**src/rtl/excp_ctrl_if.sv**
```systemverilog
// WB/CSR/IF bundle for the exception and ERTN sequencer.
// The sequencer uses the slave modport; the pipeline side (or a bench) uses master.
interface excp_ctrl_if;
    logic        ws_valid;
    logic [31:0] ws_pc;
    logic [31:0] ws_vaddr;
    logic [5:0]  ws_excp;
    logic        ws_ertn;
    logic        ws_csr_we;
    logic [13:0] ws_csr_num;
    logic [31:0] ws_csr_wmask;
    logic [31:0] ws_csr_wvalue;
    logic        has_int;
    logic [31:0] csr_eentry;
    logic [31:0] csr_era;
    logic        redir_ready;

    logic        ws_allowin;
    logic        wb_ex;
    logic [5:0]  wb_ecode;
    logic [8:0]  wb_esubcode;
    logic [31:0] wb_pc;
    logic [31:0] wb_vaddr;
    logic        eret_flush;
    logic        csr_we;
    logic [13:0] csr_num;
    logic [31:0] csr_wmask;
    logic [31:0] csr_wvalue;
    logic        flush;
    logic        redir_valid;
    logic [31:0] redir_pc;

    modport slave (
        input  ws_valid, ws_pc, ws_vaddr, ws_excp, ws_ertn,
        input  ws_csr_we, ws_csr_num, ws_csr_wmask, ws_csr_wvalue,
        input  has_int, csr_eentry, csr_era, redir_ready,
        output ws_allowin, wb_ex, wb_ecode, wb_esubcode, wb_pc, wb_vaddr,
        output eret_flush, csr_we, csr_num, csr_wmask, csr_wvalue,
        output flush, redir_valid, redir_pc
    );

    modport master (
        output ws_valid, ws_pc, ws_vaddr, ws_excp, ws_ertn,
        output ws_csr_we, ws_csr_num, ws_csr_wmask, ws_csr_wvalue,
        output has_int, csr_eentry, csr_era, redir_ready,
        input  ws_allowin, wb_ex, wb_ecode, wb_esubcode, wb_pc, wb_vaddr,
        input  eret_flush, csr_we, csr_num, csr_wmask, csr_wvalue,
        input  flush, redir_valid, redir_pc
    );
endinterface

```
**src/rtl/excp_ctrl.sv**
```systemverilog
// Exception/ERTN sequencer: ranks WB exceptions, drives CSR commit strobes,
// then runs a flush + fetch-redirect handshake with IF while stalling WB.
module excp_ctrl (
    input  logic        clk,
    input  logic        resetn,
    excp_ctrl_if.slave  bus
);

    localparam logic [1:0] IDLE  = 2'd0;
    localparam logic [1:0] REDIR = 2'd1;
    localparam logic [1:0] DRAIN = 2'd2;

    logic [1:0]  state_q, state_d;
    logic [31:0] redir_pc_q, redir_pc_d;

    logic        in_idle;
    logic        ex_src;
    logic        ex_req;
    logic        ert_req;
    logic        event_req;
    logic [5:0]  ecode;
    logic        unused_rsvd;

    assign unused_rsvd = bus.ws_excp[0];

    // has_int and the WB flags only count while IDLE holds a valid instruction.
    always_comb begin
        in_idle   = (state_q == IDLE);
        ex_src    = bus.has_int | (|bus.ws_excp[5:1]);
        ex_req    = in_idle & bus.ws_valid & ex_src;
        ert_req   = in_idle & bus.ws_valid & bus.ws_ertn & ~ex_src;
        event_req = ex_req | ert_req;
    end

    always_comb begin
        ecode = 6'h00;
        if (bus.has_int)         ecode = 6'h00;
        else if (bus.ws_excp[1]) ecode = 6'h08;
        else if (bus.ws_excp[2]) ecode = 6'h0B;
        else if (bus.ws_excp[3]) ecode = 6'h0C;
        else if (bus.ws_excp[4]) ecode = 6'h0D;
        else if (bus.ws_excp[5]) ecode = 6'h09;
    end

    // ERA is captured here, before the CSR file applies the ERTN update.
    always_comb begin
        state_d    = state_q;
        redir_pc_d = redir_pc_q;
        case (state_q)
            IDLE: begin
                if (event_req) begin
                    state_d    = REDIR;
                    redir_pc_d = ex_req ? bus.csr_eentry : bus.csr_era;
                end
            end
            REDIR: begin
                if (bus.redir_ready) state_d = DRAIN;
            end
            DRAIN:   state_d = IDLE;
            default: state_d = IDLE;
        endcase
    end

    always_ff @(posedge clk or negedge resetn) begin
        if (!resetn) begin
            state_q    <= IDLE;
            redir_pc_q <= 32'h0;
        end else begin
            state_q    <= state_d;
            redir_pc_q <= redir_pc_d;
        end
    end

    assign bus.ws_allowin  = in_idle;
    assign bus.wb_ex       = ex_req;
    assign bus.wb_ecode    = ex_req ? ecode : 6'h00;
    assign bus.wb_esubcode = 9'h000;
    assign bus.wb_pc       = bus.ws_pc;
    assign bus.wb_vaddr    = bus.ws_vaddr;
    assign bus.eret_flush  = ert_req;

    // A csrwr from a faulting instruction must never reach the CSR file.
    assign bus.csr_we      = in_idle & bus.ws_valid & bus.ws_csr_we & ~ex_src;
    assign bus.csr_num     = bus.ws_csr_num;
    assign bus.csr_wmask   = bus.ws_csr_wmask;
    assign bus.csr_wvalue  = bus.ws_csr_wvalue;

    assign bus.flush       = event_req | ~in_idle;
    assign bus.redir_valid = (state_q == REDIR);
    assign bus.redir_pc    = (state_q == REDIR) ? redir_pc_q : 32'h0;

endmodule

```
**src/flat_wrapper.sv**
```systemverilog
// flat-port wrapper written by rule: the top's interface ports become plain ports
module excp_ctrl_flat 
  (clk, resetn, bus_ws_valid, bus_ws_pc, bus_ws_vaddr, bus_ws_excp, bus_ws_ertn, bus_ws_csr_we, bus_ws_csr_num, bus_ws_csr_wmask, bus_ws_csr_wvalue, bus_has_int, bus_csr_eentry, bus_csr_era, bus_redir_ready, bus_ws_allowin, bus_wb_ex, bus_wb_ecode, bus_wb_esubcode, bus_wb_pc, bus_wb_vaddr, bus_eret_flush, bus_csr_we, bus_csr_num, bus_csr_wmask, bus_csr_wvalue, bus_flush, bus_redir_valid, bus_redir_pc);
  excp_ctrl_if bus_i ();
  input  logic clk;
  input  logic resetn;
  input wire logic [$bits(bus_i.ws_valid)-1:0] bus_ws_valid;
  input wire logic [$bits(bus_i.ws_pc)-1:0] bus_ws_pc;
  input wire logic [$bits(bus_i.ws_vaddr)-1:0] bus_ws_vaddr;
  input wire logic [$bits(bus_i.ws_excp)-1:0] bus_ws_excp;
  input wire logic [$bits(bus_i.ws_ertn)-1:0] bus_ws_ertn;
  input wire logic [$bits(bus_i.ws_csr_we)-1:0] bus_ws_csr_we;
  input wire logic [$bits(bus_i.ws_csr_num)-1:0] bus_ws_csr_num;
  input wire logic [$bits(bus_i.ws_csr_wmask)-1:0] bus_ws_csr_wmask;
  input wire logic [$bits(bus_i.ws_csr_wvalue)-1:0] bus_ws_csr_wvalue;
  input wire logic [$bits(bus_i.has_int)-1:0] bus_has_int;
  input wire logic [$bits(bus_i.csr_eentry)-1:0] bus_csr_eentry;
  input wire logic [$bits(bus_i.csr_era)-1:0] bus_csr_era;
  input wire logic [$bits(bus_i.redir_ready)-1:0] bus_redir_ready;
  output wire logic [$bits(bus_i.ws_allowin)-1:0] bus_ws_allowin;
  output wire logic [$bits(bus_i.wb_ex)-1:0] bus_wb_ex;
  output wire logic [$bits(bus_i.wb_ecode)-1:0] bus_wb_ecode;
  output wire logic [$bits(bus_i.wb_esubcode)-1:0] bus_wb_esubcode;
  output wire logic [$bits(bus_i.wb_pc)-1:0] bus_wb_pc;
  output wire logic [$bits(bus_i.wb_vaddr)-1:0] bus_wb_vaddr;
  output wire logic [$bits(bus_i.eret_flush)-1:0] bus_eret_flush;
  output wire logic [$bits(bus_i.csr_we)-1:0] bus_csr_we;
  output wire logic [$bits(bus_i.csr_num)-1:0] bus_csr_num;
  output wire logic [$bits(bus_i.csr_wmask)-1:0] bus_csr_wmask;
  output wire logic [$bits(bus_i.csr_wvalue)-1:0] bus_csr_wvalue;
  output wire logic [$bits(bus_i.flush)-1:0] bus_flush;
  output wire logic [$bits(bus_i.redir_valid)-1:0] bus_redir_valid;
  output wire logic [$bits(bus_i.redir_pc)-1:0] bus_redir_pc;
  assign bus_i.ws_valid = bus_ws_valid;
  assign bus_i.ws_pc = bus_ws_pc;
  assign bus_i.ws_vaddr = bus_ws_vaddr;
  assign bus_i.ws_excp = bus_ws_excp;
  assign bus_i.ws_ertn = bus_ws_ertn;
  assign bus_i.ws_csr_we = bus_ws_csr_we;
  assign bus_i.ws_csr_num = bus_ws_csr_num;
  assign bus_i.ws_csr_wmask = bus_ws_csr_wmask;
  assign bus_i.ws_csr_wvalue = bus_ws_csr_wvalue;
  assign bus_i.has_int = bus_has_int;
  assign bus_i.csr_eentry = bus_csr_eentry;
  assign bus_i.csr_era = bus_csr_era;
  assign bus_i.redir_ready = bus_redir_ready;
  assign bus_ws_allowin = bus_i.ws_allowin;
  assign bus_wb_ex = bus_i.wb_ex;
  assign bus_wb_ecode = bus_i.wb_ecode;
  assign bus_wb_esubcode = bus_i.wb_esubcode;
  assign bus_wb_pc = bus_i.wb_pc;
  assign bus_wb_vaddr = bus_i.wb_vaddr;
  assign bus_eret_flush = bus_i.eret_flush;
  assign bus_csr_we = bus_i.csr_we;
  assign bus_csr_num = bus_i.csr_num;
  assign bus_csr_wmask = bus_i.csr_wmask;
  assign bus_csr_wvalue = bus_i.csr_wvalue;
  assign bus_flush = bus_i.flush;
  assign bus_redir_valid = bus_i.redir_valid;
  assign bus_redir_pc = bus_i.redir_pc;
  excp_ctrl u_core (.clk(clk), .resetn(resetn), .bus(bus_i));
endmodule
```
**config.mk**
```make
export PLATFORM = sky130hd
export DESIGN_NAME = excp_ctrl_flat
export DESIGN_NICKNAME = d
export VERILOG_FILES = /design/src/rtl/excp_ctrl_if.sv /design/src/rtl/excp_ctrl.sv /design/src/flat_wrapper.sv
export SDC_FILE = /design/constraint.sdc
export NUM_CORES = 1
export LEC_CHECK = 0
export BUFFER_PORTS_ARGS = -buffer_cell sky130_fd_sc_hd__buf_2
export CELL_PAD_IN_SITES_DETAIL_PLACEMENT = 1
export CELL_PAD_IN_SITES_GLOBAL_PLACEMENT = 1
export CORE_AREA = 2 2 159 161
export CTS_BUF_LIST = sky130_fd_sc_hd__clkbuf_8
export DETAILED_ROUTE_END_ITERATION = 10
export DIE_AREA = 0 0 161 163
export GPL_TIMING_DRIVEN = 0
export PLACE_DENSITY = 0.68
export SLEW_MARGIN = 0
export SYNTH_ARGS = -nofsm -noshare
export SYNTH_HDL_FRONTEND = slang
export SYNTH_SLANG_ARGS = --single-unit
```
**constraint.sdc**
```tcl
create_clock -name clk -period 2.3 [get_ports clk]
set_input_delay 0 -clock clk [delete_from_list [all_inputs] [get_ports clk]]
set_output_delay 0 -clock clk [all_outputs]
set_load 0.02 [all_outputs]
```
# After elaboration in Yosys (flattened, before gate mapping)
# Index checks and enable logic that the tools add are counted.
dict set report word_totals {
  regBits 34
  in_bits 219
  out_inout_bits 195
  wordCells 32
}
dict set report op_classes {
  n_eq_ne 3
  mux 12
  n_bitwise 11
  n_reduce_logical 4
}
# op n
set op_table {}
lappend op_table {{2-to-1 mux 32 bit} 2}
lappend op_table {{2-to-1 mux 6 bit} 6}
lappend op_table {{AND 1 bit} 6}
lappend op_table {{OR reduction 5 bit} 1}
lappend op_table {{2-to-1 mux 2 bit} 2}
lappend op_table {{2-to-1 mux 4 bit} 1}
lappend op_table {{!= test 2 bit (second input constant)} 2}
lappend op_table {{case mux 2 bit (2 select lines)} 1}
lappend op_table {{AND reduction 2 bit} 2}
lappend op_table {{bitwise OR 1 bit} 3}
lappend op_table {{== test 2 x 1 -> 1 bit (second input constant)} 1}
lappend op_table {{logical NOT 2 bit} 1}
lappend op_table {{NOT 1 bit} 2}

# Logic depth before layout (Yosys ltp)
dict set report depth {
  depth_word 7
  depth_mapped 6
}

# Least setup slack after synthesis
# OpenSTA, ideal clock, no wires.
dict set report synth_timing {
  kind {register to output}
  from {reg u_core.state_q[1]}
  to {out bus_wb_ecode[0]}
  t_arrival_ns 2.335
  required_ns 2.300
  setup_slack_ns -0.035
  stages_incl_launch_ff 6
  cell_sequence {dfrtp_1 or3b_1 clkbuf_1 clkbuf_1 clkbuf_1 a2111oi_0}
}
dict set report synth_via {
  elab_chain_len 4
}
# element line
set synth_lines {}
lappend synth_lines {{start, declared} excp_ctrl.sv:13} ;# logic [1:0] state_q, state_d;
lappend synth_lines {{start signal, assigned} excp_ctrl.sv:69} ;# state_q <= state_d;
lappend synth_lines {{logical NOT 2 bit} excp_ctrl.sv:28} ;# in_idle = (state_q == IDLE);
lappend synth_lines {{AND 1 bit (2 in a row)} excp_ctrl.sv:30} ;# ex_req = in_idle & bus.ws_valid & ex_src;
lappend synth_lines {{2-to-1 mux 6 bit} excp_ctrl.sv:76} ;# assign bus.wb_ecode = ex_req ? ecode : 6'h00;
lappend synth_lines {{end, declared} flat_wrapper.sv:22} ;# output wire logic [$bits(bus_i.wb_ecode)-1:0] bus_wb_ecode;
# Every way passes these cells.

# Final worst setup path
# Ends and elaborated chain as after synthesis.

==> reports/results.ini <==
[run_status]
outcome = finished, final reports clean

[clock_tree]
postCtsSetupRepairBufs = 0
cts-htree-levels = 2
cts_tree = built
clock-sinks = 34
cts_buffer_depth = 2
cts_buffers = 5
clkTransAtPathRegs_ns = 0.09
root_buffer = clkbuf_8
clk_latency_ns = 0.31

[cells_and_area]
final_cells = 1033
drive_gt1_frac = 0.657
synthToLayoutAreaGrowth_pct = 63.6
final_core_util = 0.222
diodes = 0
stdcell_area_mm2 = 0.00547
num-nets-final = 921

[critical_path]
ff2ff_path_depth = 4
start_kind = flop
r2r_slack_ns = 0.26
crit_arrival_ns = 2.07
critPathTopFamily = buffers and inverters
end_kind = output pin
worstPathMaxFanout = 19
crit_chain = or3b_4, clkbuf_4, a2111oi_2, buf_2
cp.buffers_inverters = 2
worstReg2RegEnd = u_core.redir_pc_q[28]$_DFFE_PN0P_
critPathMaxStageDelay_ns = 0.50
worstSetupPathType = reg2out
crit_required_ns = 2.30
crit_slowest_cell = or3b_4
rr_startpoint = u_core.state_q[1]$_DFFE_PN0P_

[floorplan]
die_area_mm2 = 0.0262
rows = 58
placeableCoreArea_mm2 = 0.0247
ios = 414
initial_core_util = 0.136
die_h_um = 163
die_x_um = 161

[yosys]
synthCells = 400
synth_edf_count = 0
postSynth.asyncResetShare = 1.00
netlist.area_leader.share = 0.350
synthDistinctLibCells = 28
ys.warnings.count = 0
synth_area_leaders = buf_4, dfrtp_1, a221oi_2
ys_ff_latch = 34
seq_area_frac_synth = 0.254
ys.flop_type = dfrtp_1
syn_area_mm2 = 0.00334
syn_area_per_cell_um2 = 8.36
yosysTopAreaCell = buf_4

[global_route]
overflow = 0
grt_pass1_vias = 3978
grt.total_usage = 0.115
grt_pass1_wl_um = 22700
antenna_found_initial = 0
grt_max_degree = 35

[sta]
fin_skew_ns = 0.00714
final_max_slew_viol_count = 0
tightest_slew_ns = 0.935
max_clock_freq_mhz = 484
fin_crit_ns = 2.07
rsz0062_at_grt = no
slew_headroom = 0.377
final-hold-violation-count = 0
setup_viol = 0
period_share = 0.899

[route]
viasPerCell = 3.67
drt_iter0_markers = 108
drtPass1Iterations = 4
drt_drc_violations_left = 0
wirelength_um = 16000
vias = 3786
ant_nets = 0
avgRoutedWirePerCell_um = 15.5

[worst_hold_path]
hold_start = bus_csr_eentry[25]
hold_depth = 3
min_to = u_core.redir_pc_q[25]$_DFFE_PN0P_
hold_path.class = in2reg

[pwr]
leakagePower_nw = 2.95
power_density_mw_per_mm2 = 660
ir_worst_vdd_mv = 0.239

[run]
drv_cap = 0

[placed_design]
dp_cells = 999
routabilityCongestion = 0.772
dp_hpwl_um = 12600
dpl_cell_area_mm2 = 0.00509
port_buffers = 259

state kept, by name, summed over array words and instances, names as in the netlist:
signal,cells
u_core.redir_pc_q,32
u_core.state_q,2
tightest hold or removal path: stages:
cell      delay, ns
buf_2          0.10
nor2_1         0.13
a221oi_2       0.07
where the power goes:
group | leakage, nW | internal [W] | switching (W) | total (W)
clock network | 0.0472 | 0.000242 | 0.000300 | 0.000542
registers | 0.375 | 0.000837 | 0.0000666 | 0.000903
logic | 2.53 | 0.000859 | 0.00131 | 0.00217
area by class of cell:
type | instances | area [um2]
clock inverter | 2 | 12.5
fill | 3088 | 19200
tap | 330 | 413
buffer | 177 | 1280
sequential | 34 | 851
multi-input combinational | 163 | 1130
clock buffer | 6 | 82.6
timing repair buffer | 287 | 1580
inverter | 34 | 128
worst max path at each step:
stage / depth (start not counted) / to / slack (ns) / start
after floorplan: 5 / bus_wb_ecode[0] / 0.22 / u_core.state_q[1]$_DFFE_PN0P_
after global placement: 6 / u_core.redir_pc_q[30]$_DFFE_PN0P_ / -0.22 / u_core.state_q[1]$_DFFE_PN0P_
after detailed placement: 6 / u_core.redir_pc_q[29]$_DFFE_PN0P_ / -0.29 / u_core.state_q[1]$_DFFE_PN0P_
after CTS: 4 / bus_wb_ecode[0] / 0.04 / u_core.state_q[1]$_DFFE_PN0P_
after global routing: 4 / bus_wb_ecode[0] / 0.06 / u_core.state_q[1]$_DFFE_PN0P_
final: 4 / bus_wb_ecode[0] / 0.23 / u_core.state_q[1]$_DFFE_PN0P_
what timing repair did:
action                                  CTS  global route
endpoints found under the setup margin   10             1
cloned                                    0             0
hold endpoints to repair                 56             0
hold buffers                             28             0
gates resized for setup                   3             1
metrics by stage:
step	setup TNS, ns	setup slack [ns]	total power, W	hold slack, ns
global placement	-1.40	-0.220	0.00303	0.197
global route	0	0.0634	0.00389	0.00835
floorplan	0	0.221	0.00236	-0.296
CTS	0	0.0443	0.00370	0.0000536
finish	0	0.232	0.00361	0.0204
detailed placement	-2.18	-0.291	0.00308	0.206
metal layers:
| metal | up-vias | routed length (um) | global-route usage |
|---|---|---|---|
| met5 | - | 0 | 0 |
| met4 | 0 | 236 | 0.0337 |
| met3 | 15 | 993 | 0.0196 |
| met2 | 214 | 8490 | 0.218 |
| met1 | 1781 | 6270 | 0.131 |
| li1 | 1776 | - | - |
layout by cell type (no fill, tap or decap), drive strengths merged:
master and instances:
buf 422, nor2 67, inv 34, dfrtp 34, nor4 33, a221oi 32
dlygate4sd3 28, clkbuf 20, conb 11, nor3 3, and3 2, or3b 2
o21ai 2, o41ai 2, or4 1, o21bai 1, a2111oi 1, nor2b 1
nand2 1, nor3b 1, nor4b 1, or3 1, and2 1, clkinvlp 1
clkinv 1
synthesized netlist by cell type (2+ instances only):
library cell	count
nor3_1	3
clkbuf_1	16
dfrtp_1	34
buf_1	2
or3b_1	2
a221oi_1	2
and3_1	2
buf_4	156
a221oi_2	30
buf_2	2
nor4_1	33
nor2_1	67
buf_6	3
inv_1	34
logic make-up after synthesis:
group	Yosys count	synth area share
compound gates	38	0.159
buf+inv	213	0.422
flops	34	0.254
other cells	1	0.00112
simple gates	114	0.164
Note: power is estimated with default switching activity, not from simulation.
